**src/rtl/multicycle_controller_pkg.sv**
```systemverilog
// Shared types and encodings for the multicycle accumulator CPU controller.
// Holds the state encoding, opcode constants and datapath select encodings.
package mcu_pkg;

    typedef enum logic [3:0] {
        S_FETCH   = 4'd0,
        S_DECODE  = 4'd1,
        S_EXEC_R  = 4'd2,
        S_EXEC_I  = 4'd3,
        S_WB_ALU  = 4'd4,
        S_MEM_RD  = 4'd5,
        S_LOAD_WB = 4'd6,
        S_MEM_WR  = 4'd7,
        S_JUMP    = 4'd8,
        S_BRANCH  = 4'd9,
        S_FAULT   = 4'd10
    } state_t;

    localparam logic [3:0] OP_LOAD   = 4'b0000;
    localparam logic [3:0] OP_STORE  = 4'b0001;
    localparam logic [3:0] OP_JUMP   = 4'b0010;
    localparam logic [3:0] OP_BRANCH = 4'b0100;
    localparam logic [3:0] OP_RTYPE  = 4'b1000;
    localparam logic [1:0] OP_ITYPE  = 2'b11;

    localparam logic [1:0] PC_SRC_ALU = 2'b00;
    localparam logic [1:0] PC_SRC_IMM = 2'b01;
    localparam logic [1:0] PC_SRC_REL = 2'b10;

    localparam logic [1:0] ALUB_REG = 2'b00;
    localparam logic [1:0] ALUB_ONE = 2'b01;
    localparam logic [1:0] ALUB_IMM = 2'b10;

    localparam logic ALUA_PC  = 1'b0;
    localparam logic ALUA_ACC = 1'b1;

    typedef struct packed {
        logic       mem_req;
        logic       mem_we;
        logic       i_or_d;
        logic       ir_write;
        logic       pc_write;
        logic [1:0] pc_src;
        logic       reg_write;
        logic       reg_dst;
        logic       mem_to_reg;
        logic       alu_src_a;
        logic [1:0] alu_src_b;
        logic       alu_force_add;
        logic       fault;
    } ctrl_t;

    function automatic logic is_mem_state(input state_t s);
        return (s == S_FETCH) || (s == S_MEM_RD) || (s == S_MEM_WR);
    endfunction

endpackage

```
**src/rtl/multicycle_controller_if.sv**
```systemverilog
// Memory handshake between the controller (master) and the memory system (slave).
interface multicycle_controller_if;

    logic mem_req;
    logic mem_we;
    logic i_or_d;
    logic mem_ready;

    modport master (
        output mem_req,
        output mem_we,
        output i_or_d,
        input  mem_ready
    );

    modport slave (
        input  mem_req,
        input  mem_we,
        input  i_or_d,
        output mem_ready
    );

endinterface

```
**src/rtl/multicycle_controller_timer.sv**
```systemverilog
// Memory wait-cycle counter: cleared on entry to a memory state, counts cycles
// with mem_ready low, flags when the count reaches MEM_TIMEOUT (0 = never).
module mem_wait_timer #(
    parameter int unsigned MEM_TIMEOUT = 255
) (
    input  logic clk,
    input  logic rst_n,
    input  logic i_clr,
    input  logic i_wait,
    output logic o_limit_hit
);

    localparam int unsigned CW = (MEM_TIMEOUT > 0) ? $clog2(MEM_TIMEOUT + 1) : 1;

    logic [CW-1:0] r_count;

    always_ff @(posedge clk) begin
        if (!rst_n) begin
            r_count <= '0;
        end else if (i_clr) begin
            r_count <= '0;
        end else if (i_wait) begin
            r_count <= r_count + 1'b1;
        end
    end

    generate
        if (MEM_TIMEOUT == 0) begin : g_off
            assign o_limit_hit = 1'b0;
        end else begin : g_on
            assign o_limit_hit = i_wait && (r_count == CW'(MEM_TIMEOUT));
        end
    endgenerate

endmodule

```
**src/rtl/multicycle_controller.sv**
```systemverilog
// Main sequencing FSM of the 16-bit multicycle accumulator CPU: steps each
// instruction through fetch/decode/execute/memory/writeback and drives the datapath.
module multicycle_controller
    import mcu_pkg::*;
#(
    parameter int unsigned CNT_W       = 16,
    parameter int unsigned MEM_TIMEOUT = 255
) (
    input  logic                    clk,
    input  logic                    rst_n,
    input  logic [3:0]              op,
    input  logic                    is_move_to,
    input  logic                    is_nop,
    input  logic                    zero,
    multicycle_controller_if.master mem,
    output logic                    ir_write,
    output logic                    pc_write,
    output logic [1:0]              pc_src,
    output logic                    reg_write,
    output logic                    reg_dst,
    output logic                    mem_to_reg,
    output logic                    alu_src_a,
    output logic [1:0]              alu_src_b,
    output logic                    alu_force_add,
    output logic                    fault,
    output logic [CNT_W-1:0]        retired_count,
    output logic [3:0]              state
);

    state_t           r_state;
    state_t           w_next;
    logic             w_retire;
    ctrl_t            w_ctrl;
    ctrl_t            w_out;
    logic             w_wait;
    logic             w_clr;
    logic             w_limit_hit;
    logic [CNT_W-1:0] r_retired;

    assign w_wait = is_mem_state(r_state) && !mem.mem_ready;
    assign w_clr  = is_mem_state(w_next) && (w_next != r_state);

    mem_wait_timer #(
        .MEM_TIMEOUT (MEM_TIMEOUT)
    ) u_timer (
        .clk         (clk),
        .rst_n       (rst_n),
        .i_clr       (w_clr),
        .i_wait      (w_wait),
        .o_limit_hit (w_limit_hit)
    );

    always_ff @(posedge clk) begin
        if (!rst_n) begin
            r_state   <= S_FETCH;
            r_retired <= '0;
        end else begin
            r_state <= w_next;
            if (w_retire) begin
                r_retired <= r_retired + 1'b1;
            end
        end
    end

    always_comb begin
        w_next   = r_state;
        w_retire = 1'b0;
        w_ctrl   = '0;
        case (r_state)
            S_FETCH: begin
                w_ctrl.mem_req       = 1'b1;
                w_ctrl.i_or_d        = 1'b0;
                w_ctrl.alu_src_a     = ALUA_PC;
                w_ctrl.alu_src_b     = ALUB_ONE;
                w_ctrl.alu_force_add = 1'b1;
                w_ctrl.pc_src        = PC_SRC_ALU;
                if (mem.mem_ready) begin
                    w_ctrl.ir_write = 1'b1;
                    w_ctrl.pc_write = 1'b1;
                    w_next          = S_DECODE;
                end else if (w_limit_hit) begin
                    w_next = S_FAULT;
                end
            end
            S_DECODE: begin
                if (op == OP_LOAD) begin
                    w_next = S_MEM_RD;
                end else if (op == OP_STORE) begin
                    w_next = S_MEM_WR;
                end else if (op == OP_JUMP) begin
                    w_next = S_JUMP;
                end else if (op == OP_BRANCH) begin
                    w_next = S_BRANCH;
                end else if (op == OP_RTYPE) begin
                    if (is_nop) begin
                        w_next   = S_FETCH;
                        w_retire = 1'b1;
                    end else begin
                        w_next = S_EXEC_R;
                    end
                end else if (op[3:2] == OP_ITYPE) begin
                    w_next = S_EXEC_I;
                end else begin
                    w_next = S_FAULT;
                end
            end
            S_EXEC_R: begin
                w_ctrl.alu_src_a = ALUA_ACC;
                w_ctrl.alu_src_b = ALUB_REG;
                w_next           = S_WB_ALU;
            end
            S_EXEC_I: begin
                w_ctrl.alu_src_a = ALUA_ACC;
                w_ctrl.alu_src_b = ALUB_IMM;
                w_next           = S_WB_ALU;
            end
            S_WB_ALU: begin
                // One writeback state serves both exec paths; IR is stable, so
                // re-deriving the B select from op holds the exec-state ALU inputs.
                w_ctrl.reg_write  = 1'b1;
                w_ctrl.mem_to_reg = 1'b0;
                w_ctrl.reg_dst    = is_move_to;
                w_ctrl.alu_src_a  = ALUA_ACC;
                w_ctrl.alu_src_b  = (op[3:2] == OP_ITYPE) ? ALUB_IMM : ALUB_REG;
                w_next            = S_FETCH;
                w_retire          = 1'b1;
            end
            S_MEM_RD: begin
                w_ctrl.mem_req = 1'b1;
                w_ctrl.i_or_d  = 1'b1;
                if (mem.mem_ready) begin
                    w_next = S_LOAD_WB;
                end else if (w_limit_hit) begin
                    w_next = S_FAULT;
                end
            end
            S_LOAD_WB: begin
                w_ctrl.reg_write  = 1'b1;
                w_ctrl.mem_to_reg = 1'b1;
                w_ctrl.reg_dst    = 1'b0;
                w_next            = S_FETCH;
                w_retire          = 1'b1;
            end
            S_MEM_WR: begin
                w_ctrl.mem_req = 1'b1;
                w_ctrl.i_or_d  = 1'b1;
                w_ctrl.mem_we  = 1'b1;
                if (mem.mem_ready) begin
                    w_next   = S_FETCH;
                    w_retire = 1'b1;
                end else if (w_limit_hit) begin
                    w_next = S_FAULT;
                end
            end
            S_JUMP: begin
                w_ctrl.pc_write = 1'b1;
                w_ctrl.pc_src   = PC_SRC_IMM;
                w_next          = S_FETCH;
                w_retire        = 1'b1;
            end
            S_BRANCH: begin
                w_ctrl.alu_src_a = ALUA_ACC;
                w_ctrl.alu_src_b = ALUB_REG;
                w_ctrl.pc_src    = PC_SRC_REL;
                w_ctrl.pc_write  = zero;
                w_next           = S_FETCH;
                w_retire         = 1'b1;
            end
            S_FAULT: begin
                w_ctrl.fault = 1'b1;
            end
            default: begin
                w_next = S_FAULT;
            end
        endcase
    end

    assign w_out = rst_n ? w_ctrl : '0;

    assign mem.mem_req    = w_out.mem_req;
    assign mem.mem_we     = w_out.mem_we;
    assign mem.i_or_d     = w_out.i_or_d;
    assign ir_write       = w_out.ir_write;
    assign pc_write       = w_out.pc_write;
    assign pc_src         = w_out.pc_src;
    assign reg_write      = w_out.reg_write;
    assign reg_dst        = w_out.reg_dst;
    assign mem_to_reg     = w_out.mem_to_reg;
    assign alu_src_a      = w_out.alu_src_a;
    assign alu_src_b      = w_out.alu_src_b;
    assign alu_force_add  = w_out.alu_force_add;
    assign fault          = w_out.fault;
    assign retired_count  = r_retired;
    assign state          = r_state;

endmodule

```
**src/flat_wrapper.sv**
```systemverilog
// flat-port wrapper written by rule: the top's interface ports become plain ports
module multicycle_controller_flat import mcu_pkg::*;
#(
    parameter int unsigned CNT_W       = 16,
    parameter int unsigned MEM_TIMEOUT = 255
)
  (clk, rst_n, op, is_move_to, is_nop, zero, ir_write, pc_write, pc_src, reg_write, reg_dst, mem_to_reg, alu_src_a, alu_src_b, alu_force_add, fault, retired_count, state, mem_mem_req, mem_mem_we, mem_i_or_d, mem_mem_ready);
  multicycle_controller_if mem_i ();
  input  logic clk;
  input  logic rst_n;
  input  logic [3:0] op;
  input  logic is_move_to;
  input  logic is_nop;
  input  logic zero;
  output logic ir_write;
  output logic pc_write;
  output logic [1:0] pc_src;
  output logic reg_write;
  output logic reg_dst;
  output logic mem_to_reg;
  output logic alu_src_a;
  output logic [1:0] alu_src_b;
  output logic alu_force_add;
  output logic fault;
  output logic [CNT_W-1:0] retired_count;
  output logic [3:0] state;
  output wire logic [$bits(mem_i.mem_req)-1:0] mem_mem_req;
  output wire logic [$bits(mem_i.mem_we)-1:0] mem_mem_we;
  output wire logic [$bits(mem_i.i_or_d)-1:0] mem_i_or_d;
  input wire logic [$bits(mem_i.mem_ready)-1:0] mem_mem_ready;
  assign mem_mem_req = mem_i.mem_req;
  assign mem_mem_we = mem_i.mem_we;
  assign mem_i_or_d = mem_i.i_or_d;
  assign mem_i.mem_ready = mem_mem_ready;
  multicycle_controller #(.CNT_W(CNT_W), .MEM_TIMEOUT(MEM_TIMEOUT)) u_core (.clk(clk), .rst_n(rst_n), .op(op), .is_move_to(is_move_to), .is_nop(is_nop), .zero(zero), .mem(mem_i), .ir_write(ir_write), .pc_write(pc_write), .pc_src(pc_src), .reg_write(reg_write), .reg_dst(reg_dst), .mem_to_reg(mem_to_reg), .alu_src_a(alu_src_a), .alu_src_b(alu_src_b), .alu_force_add(alu_force_add), .fault(fault), .retired_count(retired_count), .state(state));
endmodule
```
**config.mk**
```make
export PLATFORM = sky130hd
export DESIGN_NAME = multicycle_controller_flat
export DESIGN_NICKNAME = d
export VERILOG_FILES = /design/src/rtl/multicycle_controller_pkg.sv /design/src/rtl/multicycle_controller_if.sv /design/src/rtl/multicycle_controller_timer.sv /design/src/rtl/multicycle_controller.sv /design/src/flat_wrapper.sv
export SDC_FILE = /design/constraint.sdc
export NUM_CORES = 1
export LEC_CHECK = 0
export CAP_MARGIN = 20
export CORE_UTILIZATION = 46
export CTS_CLUSTER_SIZE = 40
export DETAILED_ROUTE_END_ITERATION = 8
export PLACE_DENSITY = 0.76
export SLEW_MARGIN = 25
export SYNTH_ARGS = -nofsm -noshare
export SYNTH_HDL_FRONTEND = slang
export SYNTH_HIERARCHICAL = 1
export SYNTH_SLANG_ARGS = --single-unit
```
**constraint.sdc**
```tcl
create_clock -name clk -period 3.9 [get_ports clk]
set_input_delay 0.39 -clock clk [delete_from_list [all_inputs] [get_ports clk]]
set_output_delay 0.39 -clock clk [all_outputs]
set_load 0.05 [all_outputs]
```
==> results of run 1 <==
## worst paths after layout
path,startpoint,to,cells after the start
setup / recovery,mem_mem_ready,u_core/u_timer/r_count[6]$_SDFFE_PP0P_,12
hold / removal,u_core/retired_count[15]$_SDFFE_PN0P_,u_core/retired_count[15]$_SDFFE_PN0P_,2
setup reg to reg,u_core/state[0]$_SDFF_PN0_,u_core/u_timer/r_count[6]$_SDFFE_PP0P_,12
hold reg to reg,u_core/retired_count[15]$_SDFFE_PN0P_,u_core/retired_count[15]$_SDFFE_PN0P_,2
## cells in the final DEF, fill, tap and decap left out, types with 4 or more instances in the layout
cell type        instances
o31ai_1                  8
nor2_1                  23
or3_1                    7
or4_1                    7
and2_1                   5
clkdlybuf4s50_1         44
nand2b_1                 6
nand3_1                  8
o21ai_0                 10
nor3_1                   6
a21oi_1                 20
nand4_1                  7
mux2i_1                  5
xor2_1                   4
buf_4                    5
a31oi_1                  5
dfxtp_1                 28
inv_1                    5
nand2_1                 15
## metal layers
metal / share of wire / track usage / vias up
li1: - / - / 911
met1: 0.48 / 0.281 / 808
met2: 0.47 / 0.366 / 46
met3: 0.038 / 0.0393 / 6
met4: 0.0095 / 0.0483 / 0
met5: 0 / 0 / -
## layout make-up
| cell class | instances | area [um^2] |
|---|---|---|
| flip-flops and latches | 28 | 561 |
| clock buffers | 3 | 41.3 |
| fillers | 344 | 1390 |
| well taps | 48 | 60.1 |
| repair buffers | 49 | 478 |
| multi-input cells | 176 | 1110 |
| inverters | 6 | 22.5 |
## metrics by stage
step | instances | util | hold slack, ns | power, mW
2_1_floorplan | 221 | - | 0.458 | 0.453
3_3_place_gp | 307 | 0.610 | 0.454 | 0.505
3_5_place_dp | 307 | 0.610 | 0.467 | 0.507
4_1_cts | 310 | 0.622 | 0.481 | 0.661
5_1_grt | 310 | 0.622 | 0.510 | 0.692
6_report | 310 | 0.622 | 0.480 | 0.655
## critical path, cell delays in order
cell	delay (ns)
clkdlybuf4s50_1	0.54
nor2_1	0.18
o21a_1	0.29
nand4_2	0.18
nor3_1	0.47
or2_2	0.20
a32oi_1	0.06
o221ai_2	0.26
mux2i_1	0.12
o31a_1	0.29
nand2b_1	0.27
a21oi_1	0.17
## cells in the mapped netlist (2+ instances only)
library cell,count
nand2b_1,6
nand3b_1,2
nor4b_1,2
or2_2,2
inv_1,5
nand4_1,7
nor3_1,6
o21ai_0,10
or4b_1,3
a211o_1,2
mux2i_1,5
and3_1,3
and2_1,5
or4_1,7
nor2_1,23
ha_1,2
a21oi_1,20
and4_1,2
xor2_1,4
o41ai_1,2
o31ai_1,8
buf_2,3
clkbuf_1,4
nand3_1,8
o21bai_1,2
nand2_1,15
o21a_1,2
dfxtp_1,28
a31oi_1,5
or3_1,7
## power breakdown
part / total (mW) / switching (mW) / internal (mW)
Clock: 0.154 / 0.0845 / 0.0693
Combinational: 0.199 / 0.125 / 0.0735
Sequential: 0.303 / 0.00974 / 0.293
Total: 0.655 / 0.219 / 0.436
## flip-flops by register name (all words and copies together), names as in the netlist
signal and cells:
u_core/u_timer/r_count 8, u_core/retired_count 16, u_core/state 4
## cell families (layout without fill, tap and decap cells)
group / Yosys count / after routing / synth area share
simple gates: 105 / 105 / 0.344
compound gates: 59 / 59 / 0.220
flops: 28 / 28 / 0.318
buf+inv: 17 / 58 / 0.0504
xor+xnor: 5 / 5 / 0.0248
mux: 5 / 5 / 0.0284
fa+ha+maj: 2 / 2 / 0.0142
==> run metrics, run 1 <==
status finished, final reports clean; critical path fanouts, max 9; relative slew slack 0.664; Synth area leader dfxtp_1; Routed WL 4190 um; Post-synth EDFFs 0; TNS Setup 0 ns; IO Count 45; mapped cell area 0.00176 mm^2; skew final 0.00838 ns; Seq/Total Area, Yosys 0.318; Via-to-Cell Ratio 5.71; Syn Area/Cell 7.98 um^2; Req. time, crit path 4.11 ns; Final Hold Viols 0; Post-route DRC 0; core area 0.00366 mm^2; Worst-Margin Slew 0.499 ns; starting density of the core 0.482; final instance area 0.00228 mm^2; antenna cells 0; share of cells above drive strength 1 0.0573; Hold Path Class register to register; Starting DRT DRC Count 152; Netlist cell types 51; Skew-Pair Late Insertion Delay 0.27 ns; CTS H-tree depth 1; P per Cell Area 288 mW/mm^2; CP arrival 3.44 ns; total number of vias 1,771; RSZ-0062 raised after global routing no; Critical Path Source Type primary input; Ys Warns 6; Post-CTS Setup Inserts 0; wire per inst 13.5 um; vias in the first global route 1,573; dpl cell area 0.00223 mm^2; largest net degree at the start of global routing 29; die width 63.9 um; leading post-synthesis cells by cell area dfxtp_1, a21oi_1, nor2_1, o31ai_1, nand2_1; post-layout min period 3.23 ns; Area growth, synth to finish 29.1%; final setup fails 0; Mapped Cells 221; post-CTS sizing 0; clock buffer depth 2; clk slew on worst S/H paths 0.09 ns; top_reg_cell synth dfxtp_1; Leakage 0.743 nW; Max Cap Violations 0; post-synth net total 233; CP endpoint kind register; Peak VDD IR 223 uV; drt pass-1 iters 4; Max Slew Vio Count 0; antenna violations before repair 0; DIE AREA 0.00408 mm^2; f_max 310 MHz; final antenna-violating net count 0; final worst slack 0.670 ns; Async SR Flop Fraction 0; DPL Wire Length 3030 um; Buffers on Ports 44; critical path class primary input to register; Reg2Reg Setup Slack 0.79 ns; FF+latch count, synth 28; Site Rows 22; Global Route Usage Sum 0.216; post-synth top area share 0.318; DP Worst Slack 0.395 ns; cts hold-fix bufs 0; Clock Sinks 28; GP Congestion 0.886; total CTS buffers 3; nets 276; Die Ht 63.9 um; first-pass GRT wire length 7130 um; root buffer cell clkbuf_8; CTS tree yes; global route total overflow 0; fin crit share 0.828
No activity file was read; power rests on OpenSTA's default activity.
==> run 2, diff against run 1 <==
==> constraint.sdc (replaced) <==
create_clock -name clk -period 3.3 [get_ports clk]
set_input_delay 0.33 -clock clk [delete_from_list [all_inputs] [get_ports clk]]
set_output_delay 0.33 -clock clk [all_outputs]
set_load 0.05 [all_outputs]
==> run 2 against run 1 <==
Utilization increased by 0.72 points. Register-to-register slack worse by 0.47 ns. Largest cell class unchanged. Worst hold slack about the same. Sequential share of layout area fell by 0.28 points. Wire length increased by 0.62%. Via count is 2.0% higher. Non-clock buffer count increased by 2. Sequential cell count did not move. Critical path depth decreased by 1. Combinational power up 20%. Global-route usage is 0.13 points lower.
==> run metrics, run 2 (synthesized netlist as in run 1, its figures left out) <==
status finished, final reports clean; Hold Path Class register to register; CP endpoint kind register; global route total overflow 0 (unchanged); vias in the first global route 1,617 (+2.8%); DP Worst Slack 0.178 ns (-0.217 ns); TNS Setup 0 ns (unchanged); antenna cells 0 (unchanged); wire per inst 13.5 um (-0.34%); post-CTS sizing 0 (unchanged); Global Route Usage Sum 0.214 (-0.00134); cts hold-fix bufs 0 (unchanged); Post-CTS Setup Inserts 0 (unchanged); antenna violations before repair 0 (unchanged); Critical Path Source Type register; Placed Cells 309 (+0.65%); share of cells above drive strength 1 0.0717 (+0.0144); relative slew slack 0.648 (-0.0158); drt pass-1 iters 4 (unchanged); f_max 336 MHz; post-layout min period 2.98 ns; total CTS buffers 3 (unchanged); core area 0.00366 mm^2 (unchanged); Leakage 0.761 nW (+2.5%); first-pass GRT wire length 7140 um (about the same); critical path class register to register; nets 278 (+0.72%); Final Hold Viols 0 (unchanged); Clock Sinks 28 (unchanged); CTS H-tree depth 1 (unchanged); clk slew on worst S/H paths 0.09 ns (about the same); highest-count cells in the layout ignoring fill and taps clkdlybuf4s50_1, dfxtp_1, nor2_1, a21oi_1, nand2_1; DPL Wire Length 3020 um (-0.50%); total number of vias 1,807 (+2.0%); Via-to-Cell Ratio 5.77 (+1.1%); final antenna-violating net count 0 (unchanged); DIE AREA 0.00408 mm^2 (unchanged); non-filler cells, final 313 (+0.97%); GP Congestion 0.855 (-3.5%); skew final 0.00207 ns (-0.00631 ns); CTS tree yes; Req. time, crit path 3.50 ns (-0.61 ns); final setup fails 0 (unchanged); fin crit share 0.902; commonest non-fill, non-tap cell in the layout clkdlybuf4s50_1; final worst slack 0.325 ns (-0.345 ns); total power draw 0.808 mW (+23%); critical path fanouts, max 9 (unchanged); root buffer cell clkbuf_8; starting density of the core 0.482 (unchanged); Starting DRT DRC Count 141 (-7.2%); Largest register FFs 16 (unchanged); Post-route DRC 0 (unchanged); IO Count 45 (unchanged); Max Cap Violations 0 (unchanged); CP arrival 3.18 ns (-0.26 ns); Area growth, synth to finish 30.6%; Buffers on Ports 44 (unchanged); die width 63.9 um (unchanged); Skew-Pair Late Insertion Delay 0.27 ns (about the same); Peak VDD IR 232 uV (+4.4%); Max Slew Vio Count 0 (unchanged); P per Cell Area 351 mW/mm^2 (+22%); Worst-Margin Slew 0.524 ns (+0.0249 ns); Die Ht 63.9 um (unchanged); largest net degree at the start of global routing 29 (unchanged); RSZ-0062 raised after global routing no; Site Rows 22 (unchanged); clock buffer depth 2 (unchanged); Routed WL 4220 um (+0.62%)
run 2: layer usage:
| layer | vias up | global-route usage | routed length (um) |
|---|---|---|---|
| met3 | 4 | 0.0446 | 134 |
| li1 | 923 | - | - |
| met4 | 0 | 0.0398 | 27 |
| met5 | - | 0 | 0 |
| met2 | 41 | 0.367 | 1980 |
| met1 | 839 | 0.276 | 2080 |
run 2: worst paths after layout:
kind / from / to / slack, ns / depth (start not counted)
worst min-delay path: u_core/retired_count[15]$_SDFFE_PN0P_ / u_core/retired_count[15]$_SDFFE_PN0P_ / 0.48 / 2
worst max-delay path: u_core/state[2]$_SDFF_PN0_ / u_core/u_timer/r_count[6]$_SDFFE_PP0P_ / 0.32 / 11
worst max register to register: u_core/state[2]$_SDFF_PN0_ / u_core/u_timer/r_count[6]$_SDFFE_PP0P_ / 0.32 / 11
worst min register to register: u_core/retired_count[15]$_SDFFE_PN0P_ / u_core/retired_count[15]$_SDFFE_PN0P_ / 0.48 / 2
run 2: final cells by class:
cell class,instances,area (um^2)
flip-flops and latches,28,561
clock buffers,4,55.1
multi-input cells,176,1110
repair buffers,51,490
inverters,6,22.5
well taps,48,60.1
fillers,344,1360
run 2: per-stage QoR:
step	hold slack, ns	cell area (um^2)	utilization
3_3_place_gp	0.454	2250	0.614
5_1_grt	0.526	2300	0.629
6_report	0.480	2300	0.629
2_1_floorplan	0.458	1760	-
4_1_cts	0.485	2300	0.629
3_5_place_dp	0.471	2250	0.614
run 2: worst max-delay path, stage by stage, from the launching register on:
cell      delay (ns)
dfxtp_1         0.51
and2_1          0.22
o21a_1          0.17
nand4_2         0.14
nor3_1          0.49
or2_2           0.20
a32oi_1         0.07
o221ai_2        0.25
mux2i_1         0.11
o31a_1          0.29
nand2b_1        0.26
a21oi_1         0.18
run 2: report_power, final:
group / internal (mW) / leakage [nW] / switching (mW)
clock: 0.107 / 0.0288 / 0.104
sequential: 0.347 / 0.226 / 0.0123
combinational: 0.0911 / 0.506 / 0.147
